--- src/rtl/frame_writer_rgb888.sv ---
// Frame-buffer write side: queues processed RGB888 pixels in a small FIFO
// and writes them in raster order through a shared single-port SRAM whenever
// the port is granted. It signals end-of-frame and flags dropped pixels.
module frame_writer_rgb888 #(
  parameter int DATA_W     = 24,
  parameter int ADDR_W     = 17,
  parameter int WIDTH      = 480,
  parameter int HEIGHT     = 272,
  parameter int BASE_ADDR  = 0,
  parameter int FIFO_DEPTH = 4,
  parameter int AF_MARGIN  = 2
) (
  input  logic              iClk,
  input  logic              iRst,
  input  logic              iEn,
  input  logic              iValid,
  input  logic [DATA_W-1:0] iPixel,
  output logic              oBusy,
  input  logic              iGrant,
  output logic              oCs,
  output logic              oWe,
  output logic [ADDR_W-1:0] oAddr,
  output logic [DATA_W-1:0] oData,
  output logic              oFrameDone,
  output logic              oOverflow
);

  localparam int PTR_W = (FIFO_DEPTH > 1) ? $clog2(FIFO_DEPTH) : 1;
  localparam int CNT_W = PTR_W + 1;
  localparam int X_W   = (WIDTH > 1) ? $clog2(WIDTH) : 1;
  localparam int Y_W   = (HEIGHT > 1) ? $clog2(HEIGHT) : 1;

  localparam logic [CNT_W-1:0]  DEPTH_C = CNT_W'(FIFO_DEPTH);
  localparam logic [CNT_W-1:0]  AF_C    = CNT_W'(AF_MARGIN);
  localparam logic [X_W-1:0]    X_LAST  = X_W'(WIDTH - 1);
  localparam logic [Y_W-1:0]    Y_LAST  = Y_W'(HEIGHT - 1);
  localparam logic [ADDR_W-1:0] BASE_C  = ADDR_W'(BASE_ADDR);

  typedef enum logic [1:0] {
    S_IDLE,
    S_RUN,
    S_DONE
  } state_t;

  state_t            state;
  logic [DATA_W-1:0] mem [FIFO_DEPTH];
  logic [PTR_W-1:0]  rd_ptr;
  logic [PTR_W-1:0]  wr_ptr;
  logic [CNT_W-1:0]  count;
  logic [X_W-1:0]    x;
  logic [Y_W-1:0]    y;
  logic [ADDR_W-1:0] addr;

  logic full;
  logic pop;
  logic push;
  logic drop;

  // A full FIFO still accepts a pixel when the head leaves in the same cycle.
  assign full = (count == DEPTH_C);
  assign pop  = iEn && iGrant && (count != '0) && (state == S_RUN);
  assign push = iEn && iValid && (!full || pop);
  assign drop = iEn && iValid && full && !pop;

  // Busy depends on the registered occupancy only, so upstream sees no
  // combinational path from this cycle's inputs.
  assign oBusy = ((DEPTH_C - count) <= AF_C);

  // FIFO storage; contents need no reset since count gates every read.
  always_ff @(posedge iClk) begin
    if (push) begin
      mem[wr_ptr] <= iPixel;
    end
  end

  // FIFO pointers and occupancy; power-of-two depth lets pointers wrap freely.
  always_ff @(posedge iClk) begin
    if (iRst) begin
      rd_ptr <= '0;
      wr_ptr <= '0;
      count  <= '0;
    end else begin
      if (push) begin
        wr_ptr <= wr_ptr + 1'b1;
      end
      if (pop) begin
        rd_ptr <= rd_ptr + 1'b1;
      end
      case ({push, pop})
        2'b10:   count <= count + 1'b1;
        2'b01:   count <= count - 1'b1;
        default: count <= count;
      endcase
    end
  end

  // Frame sequencer: raster address walk, registered SRAM strobes and flags.
  always_ff @(posedge iClk) begin
    if (iRst) begin
      state      <= S_IDLE;
      x          <= '0;
      y          <= '0;
      addr       <= BASE_C;
      oCs        <= 1'b0;
      oWe        <= 1'b0;
      oAddr      <= '0;
      oData      <= '0;
      oFrameDone <= 1'b0;
      oOverflow  <= 1'b0;
    end else begin
      oCs        <= 1'b0;
      oWe        <= 1'b0;
      oFrameDone <= 1'b0;
      if (drop) begin
        oOverflow <= 1'b1;
      end
      if (iEn) begin
        case (state)
          S_IDLE: begin
            state <= S_RUN;
          end
          S_RUN: begin
            if (pop) begin
              oCs   <= 1'b1;
              oWe   <= 1'b1;
              oAddr <= addr;
              oData <= mem[rd_ptr];
              if (x == X_LAST) begin
                x <= '0;
                if (y == Y_LAST) begin
                  // Last pixel of the frame: rewind for the next frame.
                  y     <= '0;
                  addr  <= BASE_C;
                  state <= S_DONE;
                end else begin
                  y    <= y + 1'b1;
                  addr <= addr + 1'b1;
                end
              end else begin
                x    <= x + 1'b1;
                addr <= addr + 1'b1;
              end
            end
          end
          S_DONE: begin
            oFrameDone <= 1'b1;
            state      <= S_RUN;
          end
          default: begin
            state <= S_IDLE;
          end
        endcase
      end
    end
  end

endmodule

--- config.mk ---
export PLATFORM = sky130hd
export DESIGN_NAME = frame_writer_rgb888
export DESIGN_NICKNAME = d
export VERILOG_FILES = /design/src/rtl/frame_writer_rgb888.sv
export SDC_FILE = /design/constraint.sdc
export NUM_CORES = 1
export LEC_CHECK = 0
export CAP_MARGIN = 20
export CORE_ASPECT_RATIO = 0.6
export CORE_MARGIN = 2
export CORE_UTILIZATION = 53
export CTS_BUF_LIST = sky130_fd_sc_hd__clkbuf_4 sky130_fd_sc_hd__clkbuf_8
export DETAILED_ROUTE_END_ITERATION = 6
export GPL_TIMING_DRIVEN = 0
export PLACE_DENSITY = 0.78
export SETUP_SLACK_MARGIN = 0.02
export SYNTH_ARGS = -nofsm -noshare
export SYNTH_HDL_FRONTEND = slang
export SYNTH_SLANG_ARGS = --single-unit
--- constraint.sdc ---
create_clock -name iClk -period 2.6 [get_ports iClk]
set_input_delay 0.52 -clock iClk [delete_from_list [all_inputs] [get_ports iClk]]
set_output_delay 0.52 -clock iClk [all_outputs]
set_load 0.005 [all_outputs]
==> results of run 1 <==
==> stage by stage <==
| stage | area [µm²] | TNS [ns] | setup slack [ns] | hold slack, ns |
|---|---|---|---|---|
| 3_3_place_gp | 8173 | -49.44 | -0.5006 | 0.4419 |
| 4_1_cts | 8631 | 0 | 0.05636 | 0.4598 |
| 2_1_floorplan | 7229 | 0 | 0.09733 | 0.4401 |
| 3_5_place_dp | 8173 | -55.10 | -0.5583 | 0.4465 |
| 6_report | 8707 | 0 | 0.04453 | 0.4586 |
| 5_1_grt | 8707 | -0.01269 | -0.01269 | 0.4878 |
==> critical path: cells and delay by family (launching register included) <==
family	cells	cell delay (ns)
AO/OA/AOI/OAI	1	0.16
flip-flops	1	0.37
AND/OR/NAND/NOR	4	0.99
buffers and inverters	3	0.29
adder cells (fa/ha/maj)	3	0.69
==> synthesized netlist by cell type (2+ instances only) <==
| cell type | n | area, µm² |
|---|---|---|
| nor4_1 | 7 | 43.79 |
| and2_1 | 6 | 37.54 |
| nand4_1 | 10 | 62.56 |
| ha_1 | 11 | 137.6 |
| buf_1 | 4 | 15.01 |
| dfxtp_1 | 88 | 1762 |
| mux2_2 | 2 | 22.52 |
| or4_1 | 10 | 75.07 |
| clkbuf_1 | 12 | 45.04 |
| buf_2 | 11 | 55.05 |
| xnor2_1 | 12 | 105.1 |
| and3_1 | 3 | 18.77 |
| edfxtp_1 | 96 | 2883 |
| a21oi_1 | 66 | 330.3 |
| o21ai_0 | 11 | 55.05 |
| xor2_1 | 3 | 26.28 |
| nor2_1 | 25 | 93.84 |
| buf_4 | 2 | 15.01 |
| nor3_1 | 3 | 15.01 |
| or3_1 | 9 | 56.30 |
| and4b_1 | 2 | 20.02 |
| a31oi_1 | 2 | 12.51 |
| nand3b_1 | 2 | 15.01 |
| mux4_2 | 24 | 540.5 |
| inv_1 | 15 | 56.30 |
| nand2_1 | 102 | 382.9 |
| o31ai_1 | 9 | 67.56 |
| nand3_1 | 12 | 60.06 |
| and4_1 | 5 | 43.79 |
==> power by group <==
| part | internal (mW) | switching, mW | total (mW) |
|---|---|---|---|
| Sequential | 3.10 | 0.0196 | 3.12 |
| Clock | 0.917 | 1.03 | 1.95 |
| Combinational | 0.124 | 0.140 | 0.264 |
==> what timing repair did <==
action                                  CTS  global route
resized for setup                        19             9
setup buffers                             1             5
pin swaps                                 0             5
endpoints found under the setup margin  101           137
==> sequential cells by signal, summed over array words and instances, names as in the netlist <==
signal,cells
state,2
y,9
count,3
oWe,1
oAddr,17
rd_ptr,2
oOverflow,1
wr_ptr,2
mem,96
oData,24
oFrameDone,1
addr,17
x,9
==> cell type report <==
cell class / count / area (µm²)
repair buffers: 79 / 774.5
clock buffers: 20 / 262.8
flip-flops and latches: 184 / 4647
clock inverters: 12 / 143.9
multi-input cells: 353 / 2466
inverters: 15 / 58.81
well taps: 170 / 212.7
plain buffers: 29 / 141.4
fillers: 915 / 4385
==> worst paths after layout <==
| path | slack, ns | depth (start not counted) | start | to |
|---|---|---|---|---|
| worst max register to register | 0.04 | 11 | count[0] | count[2] |
| worst max-delay path | 0.04 | 11 | count[0] | count[2] |
| worst min register to register | 0.46 | 2 | oData[22] | oData[22] |
| worst min-delay path | 0.46 | 2 | oData[22] | oData[22] |
==> logic make-up after synthesis <==
group                    Yosys count  synth area share (%)
AND/OR/NAND/NOR                  204                 13.94
flip-flops                       184                 64.29
XOR/XNOR                          15                 1.819
multiplexers                      27                 7.932
AO/OA/AOI/OAI                     95                 7.257
adder cells (fa/ha/maj)           12                 2.182
buffers and inverters             44                 2.580
==> metal layers <==
layer	vias up	wire, µm	track usage, %
li1	2334	-	-
met1	2445	7199	32.81
met2	241	7195	35.53
met3	35	1291	4.589
met4	0	278	8.951
met5	-	0	0
==> reports/summary.txt, run 1 <==
Final hold vios - 0
Die H - 94.44 µm
Worst Path Required - 2.99 ns
Antenna Cells - 0
CTS Sinks - 184
Seq/Total Area, Yosys - 64.29%
Vias in the first global route - 4952
CP Cell Sequence - inv_4 > ha_4 > ha_4 > nand4b_1 > clkbuf_8 > nor3_4 > inv_2 > fa_2 > and4_1 > or3_1 > a21oi_1
CTS tree - yes
Detailed placement HPWL - 10750 µm
Final Non-Filler Cells - 862
Max IR drop VDD - 0.3011 mV
Ys flop type - edfxtp_1
Worst-path fanout max - 4
Most frequent cells in the layout - nand2_1 (102), edfxtp_1 (96), dfxtp_1 (86), clkdlybuf4s50_1 (72), a21oi_1 (66)
Final core utilization - 66.50%
Crit-path most repeated cell - ha_4
Critical Path Source Type - flip-flop
Cell variety after synth - 46
WL per Instance - 18.52 µm
Pwr Density - 612.4 nW/µm²
Grt ovf - 0
Post-Syn Area per Cell - 12.43 µm²
Number of synthesized register bits - 184
Max-cap violation count - 0
# hold bufs at CTS - 0
Post-route clock skew - 0.01573 ns
Die X - 154.7 µm
Most common cell after layout, fill and taps aside - nand2_1
Post-synth EDFFs - 96
Initial antenna violation count - 0
Largest net degree at the start of global routing - 25
Cell area after synthesis - 7224 µm²
Crit Path Class - flip-flop to flip-flop
Die ar. - 14610 µm²
Root buf cell - clkbuf_8
Initial Utilization - 55.18%
Total Power - 5.333 mW
First-pass GRT wire length - 25450 µm
Port Buffer Count - 73
Post-synth ARST share - 0%
Fin. max-slew vios - 0
Initial DRC Count - 429
Worst Setup End Kind - flip-flop
DRC errors left - 0
Core Rows - 32
Routed vias/inst - 5.864
Via count - 5055
Worst-margin pin slew - 0.6965 ns
Outcome - finished, final reports clean
CTS Buffer Depth - 2
Final net count - 720
Hold crit path type - flip-flop to flip-flop
Synthesized instance count - 581
Reg clk slew, reported paths - 0.09 ns
DP Cell Count - 824
Final Wtd Congestion - 0.8694
TritonCTS buffer count - 17
Ports - 75
Mapped Nets - 622
DRT Pass-1 Iters - 5
Clk Latency, worst-skew pair - 0.47 ns
Core area - 13090 µm²
Post-DRT Antenna Nets - 0
RSZ-0062 raised after global routing - true
Slew HR - 53.57%
Area Overhead vs Synth - 20.52%
Crit share post-route - 98.29%
Pleak - 2.741 nW
# H-tree levels - 4
Share of cells above drive strength 1 - 14.16%
Tmin final - 2.555 ns
Setup-failing EPs final - 0
Overall routing resource usage - 23.06%
Final WL - 15970 µm
Yosys warnings - 0
Worst EP arrival - 2.94 ns
Slowest CP cell - or3_1
Fmax - 391.3 MHz
Delay of the slowest critical-path stage - 0.38 ns
Power figures use the tool's default switching activity.
==> inputs of run 2 (changes only) <==
- RECOVER_POWER: not set -> 50
- SLEW_MARGIN: not set -> 0
- TNS_END_PERCENT: not set -> 5
==> run 2 against run 1 <==
Effect of this change: sequential share of layout area decreased by 0.25 points; sequential power about the same; critical path depth unchanged; fmax increased by 0.66%; wire length decreased by 1.2%; design area increased by 0.45%; clock skew increased by 0.0087 ns; core utilization increased by 0.30 points; register-to-register slack improved by 0.02 ns; largest cell class unchanged.
==> reports/summary.txt, run 2 (synthesized netlist as in run 1, its figures left out) <==
Overall routing resource usage - 22.18% (-0.89 points)
Reg clk slew, reported paths - 0.11 ns (+0.02 ns)
Critical Path Source Type - flip-flop
Setup-failing EPs final - 0 (unchanged)
Crit Path Class - flip-flop to flip-flop
Die ar. - 14610 µm² (unchanged)
First-pass GRT wire length - 24670 µm (-3.0%)
Worst-margin pin slew - 0.7717 ns (+0.07515 ns)
Pwr Density - 601.4 nW/µm² (-1.8%)
CTS Sinks - 184 (unchanged)
CP Cell Sequence - inv_1 > ha_2 > ha_2 > nand4b_1 > clkbuf_8 > nor3_4 > inv_1 > fa_2 > and4_1 > or3_1 > a21oi_2
Slowest CP cell - or3_1
Die X - 154.7 µm (unchanged)
Core area - 13090 µm² (unchanged)
Area Overhead vs Synth - 21.06%
Top delay family on crit path - simple AND/OR/NAND/NOR gates
Slew HR - 48.56% (-5.0 points)
Max-cap violation count - 0 (unchanged)
Detailed placement HPWL - 10760 µm (+0.15%)
Root buf cell - clkbuf_8
TritonCTS buffer count - 17 (unchanged)
Worst EP arrival - 2.91 ns (-0.03 ns)
Post-route clock skew - 0.02441 ns (+0.008683 ns)
Worst Path Required - 2.97 ns (-0.02 ns)
Tmin final - 2.539 ns (-0.01675 ns)
Sw Ratio - 23.81% (+1.4 points)
Internal power - 4.008 mW (-3.2%)
Final core utilization - 66.80% (+0.30 points)
Initial DRC Count - 400 (-6.8%)
# H-tree levels - 4 (unchanged)
Largest registers - mem x96, oData x24
Port Buffer Count - 73 (unchanged)
Max IR drop VDD - 0.3371 mV (+12%)
Final hold vios - 0 (unchanged)
Ports - 75 (unchanged)
Core Rows - 32 (unchanged)
Routed vias/inst - 5.812 (-0.90%)
Sequential power share - 59.3% (+0.8 points)
DRT Pass-1 Iters - 5 (unchanged)
Worst reg-to-reg path cell count - 11 (unchanged)
Most frequent cells in the layout - nand2_1 (102), edfxtp_1 (96), dfxtp_1 (87), a21oi_1 (65), clkdlybuf4s50_1 (48)
WHS Path Cells - 2 (unchanged)
Initial Utilization - 55.18% (unchanged)
DRC errors left - 0 (unchanged)
Final net count - 722 (+0.28%)
Die H - 94.44 µm (unchanged)
Share of cells above drive strength 1 - 13.98% (-0.18 points)
Critical Path Stages - 11 (unchanged)
Crit share post-route - 97.64% (-0.64 points)
Outcome - finished, final reports clean
Combinational cell fraction of total power - 4.7% (-0.3 points)
Final Wtd Congestion - 0.9099 (+4.7%)
Via count - 5027 (-0.55%)
Worst Setup End Kind - flip-flop
Design area - 8746 µm² (+0.45%)
RSZ-0062 raised after global routing - true
Grt ovf - 0 (unchanged)
Final WL - 15770 µm (-1.2%)
CTS tree - yes
# hold bufs at CTS - 0 (unchanged)
Worst-path fanout max - 4 (unchanged)
Initial antenna violation count - 1 (+1)
DP Area - 8252 µm² (+0.96%)
Pleak - 2.755 nW (+0.50%)
CTS Buffer Depth - 2 (unchanged)
Fin. max-slew vios - 0 (unchanged)
Largest net degree at the start of global routing - 25 (unchanged)
Fmax - 393.9 MHz (+0.66%)
Top reg by flops - mem
Clk Latency, worst-skew pair - 0.46 ns (about the same)
Switching pwr - 1.252 mW (+5.0%)
Hold crit path type - flip-flop to flip-flop
Clock share of power - 36.0% (-0.6 points)
Post-DRT Antenna Nets - 0 (unchanged)
Max reg flops - 96 (unchanged)
WL per Instance - 18.23 µm (-1.6%)
Delay of the slowest critical-path stage - 0.36 ns (-0.02 ns)
Critical path buffers and inverters - 3 (unchanged)
Most common cell after layout, fill and taps aside - nand2_1
Vias in the first global route - 4882 (-1.4%)
-- run 2: area by class of cell --
| cell class | count | area (µm²) |
|---|---|---|
| antenna | 1 | 2.502 |
| buffer | 29 | 141.4 |
| clock buffer | 17 | 234.0 |
| clock inverter | 15 | 162.7 |
| fill | 905 | 4347 |
| inverter | 15 | 56.30 |
| multi-input combinational | 353 | 2441 |
| sequential | 184 | 4646 |
| tap | 170 | 212.7 |
| timing repair buffer | 81 | 849.6 |
-- run 2: path summary, 6_finish.rpt --
| path | slack (ns) | end | startpoint |
|---|---|---|---|
| setup / recovery | 0.06 | count[2] | count[1] |
| hold / removal | 0.46 | oData[0] | oData[0] |
| setup reg to reg | 0.06 | count[2] | count[1] |
| hold reg to reg | 0.46 | oData[0] | oData[0] |
-- run 2: stage by stage --
stage	setup slack (ns)	hold WS [ns]	power [mW]	TNS, ns	std cells
6_report	0.06128	0.4592	5.260	0	865
5_1_grt	-0.01313	0.4871	5.432	-0.01313	864
4_1_cts	-0.1067	0.4625	5.286	-0.1067	859
3_5_place_dp	-0.5380	0.4478	3.430	-42.45	827
3_3_place_gp	-0.7786	0.4428	3.407	-65.96	824
2_1_floorplan	-0.01388	0.4401	3.299	-0.9992	581
-- run 2: timing repair --
action                                  4_1_cts  5_1_grt
setup buffers                                 0        5
gates resized for setup                      12        9
endpoints found under the setup margin       99       96
hold endpoints to repair                      0        0
-- run 2: metal layers --
layer,track usage (%),wire [µm]
met4,6.250,194
met2,36.31,7366
met5,0,0
met1,29.91,6889
met3,5.599,1318
-- run 2: tightest hold or removal path: cells and delay by family (launching register included) --
family | cells | cell delay (ns)
AND/OR/NAND/NOR | 1 | 0.05
AO/OA/AOI/OAI | 1 | 0.05
flip-flops | 1 | 0.32
-- run 2: power by group through the flow --
stage               Combinational (mW)  Clock [mW]  Sequential (mW)
global route                     0.268        2.04             3.12
detailed placement               0.246           0             3.18
CTS                              0.249        1.92             3.12
finish                           0.247        1.89             3.12
floorplan                        0.119           0             3.18
global placement                 0.226           0             3.18
